<file path="src/rtl/minmax_burst_loader.sv">
// ============================================================================
// Module   : minmax_burst_loader
// Purpose  : Buffers (addr,data) pairs and replays them as one gap-free burst
//            to the min/max search stage, then waits for its result valid.
//            Optional macro MINMAX_LOADER_DEDUP_EN merges repeated addresses.
// Revision : 1.0 - initial release
// ============================================================================
`default_nettype none

module minmax_burst_loader #(
    parameter int AW    = 4,
    parameter int DW    = 5,
    parameter int DEPTH = 16,
    parameter int TMO   = 255
) (
    input  logic                        clk,
    input  logic                        rst,
    input  logic                        in_valid,
    output logic                        in_ready,
    input  logic [AW-1:0]               in_addr,
    input  logic [DW-1:0]               in_data,
    input  logic                        in_last,
    output logic                        s_vi,
    output logic                        takein,
    output logic [AW-1:0]               ai,
    output logic [DW-1:0]               di,
    input  logic                        vo_in,
    output logic                        busy,
    output logic [$clog2(DEPTH):0]      burst_len,
    output logic                        trunc,
    output logic                        done,
    output logic                        err_tmo
);

    localparam int c_CW = $clog2(DEPTH) + 1;
    localparam int c_SW = (DEPTH > 1) ? $clog2(DEPTH) : 1;
    localparam int c_TW = (TMO > 1) ? $clog2(TMO + 1) : 1;

    typedef enum logic [1:0] {
        COLLECT  = 2'd0,
        BURST    = 2'd1,
        WAIT_RES = 2'd2
    } state_t;

    state_t             r_state;
    state_t             w_state_nxt;

    logic [c_CW-1:0]    r_count;
    logic [c_CW-1:0]    r_rd;
    logic [c_CW-1:0]    r_len;
    logic [c_TW-1:0]    r_tmo;
    logic [AW+DW-1:0]   r_buf [DEPTH];
    logic               r_svi;
    logic               r_takein;
    logic [AW-1:0]      r_ai;
    logic [DW-1:0]      r_di;
    logic               r_busy;
    logic               r_trunc;
    logic               r_done;
    logic               r_err;

    logic [c_CW-1:0]    w_count_nxt;
    logic [c_SW-1:0]    w_wr_idx;
    logic               w_accept;
    logic               w_close;
    logic               w_tmo_hit;
    logic               w_release;

    assign in_ready  = (r_state == COLLECT) && (r_count < c_CW'(DEPTH));
    assign w_accept  = in_valid && in_ready;
    assign w_close   = w_accept && (in_last || (w_count_nxt == c_CW'(DEPTH)));
    assign w_tmo_hit = (TMO != 0) && (r_tmo == c_TW'(TMO - 1));
    assign w_release = (r_state == WAIT_RES) && (w_state_nxt == COLLECT);

`ifdef MINMAX_LOADER_DEDUP_EN
    logic [2**AW-1:0]   r_occ;
    logic [c_SW-1:0]    r_slot [2**AW];
    logic               w_dup;

    assign w_dup       = r_occ[in_addr];
    assign w_wr_idx    = w_dup ? r_slot[in_addr] : r_count[c_SW-1:0];
    assign w_count_nxt = w_dup ? r_count : r_count + c_CW'(1);

    always_ff @(posedge clk or posedge rst) begin
        if (rst) begin
            r_occ <= '0;
        end else if (w_release) begin
            r_occ <= '0;
        end else if (w_accept && !w_dup) begin
            r_occ[in_addr] <= 1'b1;
        end
    end

    // Slot map needs no reset: an entry is only read while its occupied bit is set.
    always_ff @(posedge clk) begin
        if (w_accept && !w_dup) begin
            r_slot[in_addr] <= r_count[c_SW-1:0];
        end
    end
`else
    assign w_wr_idx    = r_count[c_SW-1:0];
    assign w_count_nxt = r_count + c_CW'(1);
`endif

    always_comb begin
        w_state_nxt = r_state;
        case (r_state)
            COLLECT:  if (w_close) w_state_nxt = BURST;
            BURST:    if (r_rd == r_len) w_state_nxt = WAIT_RES;
            WAIT_RES: if (vo_in || w_tmo_hit) w_state_nxt = COLLECT;
            default:  w_state_nxt = COLLECT;
        endcase
    end

    always_ff @(posedge clk or posedge rst) begin
        if (rst) begin
            r_state <= COLLECT;
        end else begin
            r_state <= w_state_nxt;
        end
    end

    always_ff @(posedge clk) begin
        if (w_accept) begin
            r_buf[w_wr_idx] <= {in_addr, in_data};
        end
    end

    always_ff @(posedge clk or posedge rst) begin
        if (rst) begin
            r_count  <= '0;
            r_rd     <= '0;
            r_len    <= '0;
            r_tmo    <= '0;
            r_svi    <= 1'b0;
            r_takein <= 1'b0;
            r_ai     <= '0;
            r_di     <= '0;
            r_busy   <= 1'b0;
            r_trunc  <= 1'b0;
            r_done   <= 1'b0;
            r_err    <= 1'b0;
        end else begin
            r_trunc <= 1'b0;
            r_done  <= 1'b0;
            r_err   <= 1'b0;
            r_busy  <= (w_state_nxt != COLLECT);
            case (r_state)
                COLLECT: begin
                    if (w_accept) begin
                        r_count <= w_count_nxt;
                        if (w_close) begin
                            r_len   <= w_count_nxt;
                            r_rd    <= '0;
                            r_trunc <= !in_last && (w_count_nxt == c_CW'(DEPTH));
                        end
                    end
                end
                BURST: begin
                    if (r_rd == r_len) begin
                        r_svi <= 1'b0;
                        r_tmo <= '0;
                    end else begin
                        r_svi        <= 1'b1;
                        r_takein     <= 1'b1;
                        {r_ai, r_di} <= r_buf[r_rd[c_SW-1:0]];
                        r_rd         <= r_rd + c_CW'(1);
                    end
                end
                WAIT_RES: begin
                    if (vo_in) begin
                        r_done   <= 1'b1;
                        r_count  <= '0;
                        r_takein <= 1'b0;
                    end else if (w_tmo_hit) begin
                        r_err    <= 1'b1;
                        r_count  <= '0;
                        r_takein <= 1'b0;
                    end else begin
                        r_tmo <= r_tmo + c_TW'(1);
                    end
                end
                default: ;
            endcase
        end
    end

    assign s_vi      = r_svi;
    assign takein    = r_takein;
    assign ai        = r_ai;
    assign di        = r_di;
    assign busy      = r_busy;
    assign burst_len = r_len;
    assign trunc     = r_trunc;
    assign done      = r_done;
    assign err_tmo   = r_err;

endmodule

`default_nettype wire

</file>
<file path="config.mk">
export PLATFORM = sky130hd
export DESIGN_NAME = minmax_burst_loader
export DESIGN_NICKNAME = d
export VERILOG_FILES = /design/src/rtl/minmax_burst_loader.sv
export SDC_FILE = /design/constraint.sdc
export NUM_CORES = 1
export LEC_CHECK = 0
export CORE_MARGIN = 5
export CORE_UTILIZATION = 59
export CTS_CLUSTER_SIZE = 10
export DETAILED_ROUTE_END_ITERATION = 10
export PLACE_DENSITY = 0.77
export SYNTH_ARGS = -nofsm -noshare
export SYNTH_HDL_FRONTEND = slang
export SYNTH_SLANG_ARGS = --single-unit
</file>
<file path="constraint.sdc">
create_clock -name clk -period 4.4 [get_ports clk]
set_input_delay 0.44 -clock clk [delete_from_list [all_inputs] [get_ports clk]]
set_output_delay 0.44 -clock clk [all_outputs]
set_load 0.01 [all_outputs]
</file>
==> flow_summary.toml <==
[worst_setup_path]
crit_start = "r_count[4]"
cpPeakStageDelay_ns = 1.04
end_kind = "flip-flop"
path_class = "flip-flop to flip-flop"
crit_top_cell = "nor3_1"
r2r_cells = 4
crit_fanout = 11
r2r-start = "r_count[4]"
cp.required_ns = 4.43
r2r_slack_ns = 1.60
cp_cell_sequence = "nor3_1 -> and2_1 -> nand2_1 -> nor3_1"
endpoint = "r_buf[2][3]"
slowest_stage = "nor3_1"
rr_endpoint = "r_buf[2][3]"
start_kind = "flip-flop"
crit_arrival_ns = 2.83

[pwr]
powerDensity_nw_per_um2 = 611
p_leak_nw = 2.95
ir_worst_vdd_mv = 0.317

[timing]
finalMaxSlewViolations = 0
period_minus_slack_ns = 2.80
slew_headroom_pct = 10.5
final-setup-viol-count = 0
fmax_ghz = 0.357
rsz0062_at_grt = "no"
worstMarginPinSlew_ns = 1.33
period_share_pct = 63.6
fin_worst_skew_ns = 0.00608
tns_ns = 0
hold_viol = 0

[clock_tree]
htreeDepth = 4
cts_resized = 0
hold_buffers = 0
cts.sinks = 184
clockBufferDepth = 2
postCtsSetupBuffers = 0
path_clk_slew_ns = 0.06
clock_tree.root_cell = "clkbuf_16"
cts_tree = "built"
cts_buffers = 17
insertion_delay_ns = 0.43

[yosys]
synth_edf_count = 144
synth-async-reset-ratio_pct = 21.7
seq_area_frac_synth_pct = 71.2
synth_cell_types = 41
synth_top_area_share_pct = 57.9
syn_area_per_cell_um2 = 16.2
syn_area_um2 = 7470
synth-warning-count = 0
syn_nets = 482
synth_top_area_cell = "edfxtp_1"
netlist_instances = 461
synth.area.top_cells = "edfxtp_1 58%, dfrtp_1 13%, mux4_2 7.8%"
synth-seq-cells = 184
synth_ff_type = "edfxtp_1"

[cells_and_area]
area_growth_pct = 14.0
drive_gt1_share_pct = 13.4
final_core_util_pct = 68.1
nets = 518
antenna_cells = 0

[drt]
drt_iter0_drc = 525
antenna_left = 0
drtPass1Iterations = 5
routedWlPerCell_um = 21.9
viasPerCell = 5.99
routed_wl_um = 14900
drc = 0
vias = 4081

[global_route]
grt_antenna_before_repair = 0
grt_max_degree = 41
grt_pass1_vias = 4024
grt_overflow = 0
grt_util_all_layers_pct = 22.0
grt_pass1_wl_um = 23500

[worst_hold_path]
hold_path_class = "primary input to async pin"

[place]
dp_hpwl_um = 9830
port_buffers = 34
routabilityCongestion = 0.813

[flow_run]
maxCapViolCount = 0

[floorplan]
initial_core_util_pct = 59.7
die_area_um2 = 15000
io_pins = 35
rows = 41
coreArea_um2 = 12500
die_w_um = 123
die_h_um = 123

[run_status]
outcome = "completed"
==> cells in the final DEF, fill, tap and decap left out, types with 2 or more instances in the layout <==
| master | n |
|---|---|
| clkinv_4 | 4 |
| xor2_1 | 11 |
| clkbuf_16 | 17 |
| mux2_4 | 4 |
| xnor2_1 | 5 |
| dfrtp_1 | 38 |
| buf_4 | 3 |
| mux2i_1 | 20 |
| nor2_1 | 41 |
| a21oi_1 | 25 |
| nand2_1 | 43 |
| clkdlybuf4s50_1 | 34 |
| mux4_1 | 2 |
| a221oi_1 | 3 |
| edfxtp_1 | 144 |
| inv_1 | 8 |
| dfrtp_2 | 2 |
| o21ai_0 | 4 |
| a31oi_1 | 8 |
| clkinvlp_4 | 2 |
| nand2b_1 | 5 |
| mux4_2 | 26 |
| nand4_1 | 5 |
| and3_1 | 3 |
| nor3_1 | 8 |
| a21o_1 | 3 |
| bufinv_16 | 3 |
| clkinv_1 | 4 |
| ha_1 | 7 |
| nand3_1 | 7 |
| a31o_2 | 2 |
| and2_1 | 3 |
==> cells by family after synthesis <==
| kind of cell | synth area share [%] |
|---|---|
| simple gates | 7.26 |
| flops | 71.2 |
| buf+inv | 2.11 |
| fa+ha+maj | 1.17 |
| mux | 12.0 |
| xor+xnor | 1.87 |
| compound gates | 4.32 |
==> per-layer routing <==
| layer | vias up | global-route usage (%) | share of wire [%] |
|---|---|---|---|
| met3 | 20 | 6.41 | 6.5 |
| met5 | - | 0 | 0 |
| met1 | 2077 | 29.9 | 41 |
| met2 | 166 | 35.2 | 51 |
| li1 | 1818 | - | - |
| met4 | 0 | 6.30 | 1.3 |
==> stage by stage <==
stage | cells | cell area, µm² | setup slack, ns | total power, W | hold slack (ns)
after floorplan | 461 | 7470 | 2.06 | 0.00327 | 0.476
after global placement | 650 | 7940 | 1.57 | 0.00370 | 0.490
after detailed placement | 650 | 7940 | 1.39 | 0.00375 | 0.495
after CTS | 681 | 8520 | 1.59 | 0.00523 | 0.451
after global routing | 681 | 8520 | 1.42 | 0.00548 | 0.481
final | 681 | 8520 | 1.60 | 0.00521 | 0.438
==> worst min-delay path by stage <==
stage / endpoint / slack, ns / cells after the start
floorplan: done / 0.48 / 1
global placement: takein / 0.49 / 1
detailed placement: takein / 0.50 / 1
CTS: ai[3] / 0.45 / 3
global route: ai[3] / 0.48 / 3
finish: ai[3] / 0.44 / 3
==> final cells by class <==
class / count / area, µm²
timing repair buffer: 37 / 363
clock buffer: 18 / 429
clock inverter: 13 / 156
sequential: 184 / 5330
inverter: 9 / 33.8
tap: 172 / 215
multi-input combinational: 248 / 2000
fill: 869 / 4000
==> sequential cells by signal, summed over array words and instances, names as in the netlist, 2 cells and up <==
signal     count
ai             4
burst_len      5
di             5
r_buf        144
r_count        5
r_rd           5
r_state        2
r_tmo          8
==> cells in the mapped netlist (8+ instances only) <==
master and instances:
a21oi_1 26, a31oi_1 8, dfrtp_1 40, edfxtp_1 144
inv_1 8, mux2i_1 20, mux4_2 26, nand2_1 43
nor2_1 41, nor3_1 8, xor2_1 11
==> power breakdown <==
part	switching [W]	internal (W)	total (W)	leakage [nW]
clock	0.000606	0.000885	0.00149	0.278
combinational	0.000716	0.000631	0.00135	0.874
sequential	0.000289	0.00208	0.00237	1.80
total	0.00161	0.00360	0.00521	2.95
==> worst max-delay path: cells and delay by family (launching register included) <==
family        cells  cell delay (ns)
simple gates      4             1.94
flops             1             0.46
Note: power is estimated with default switching activity, not from simulation.
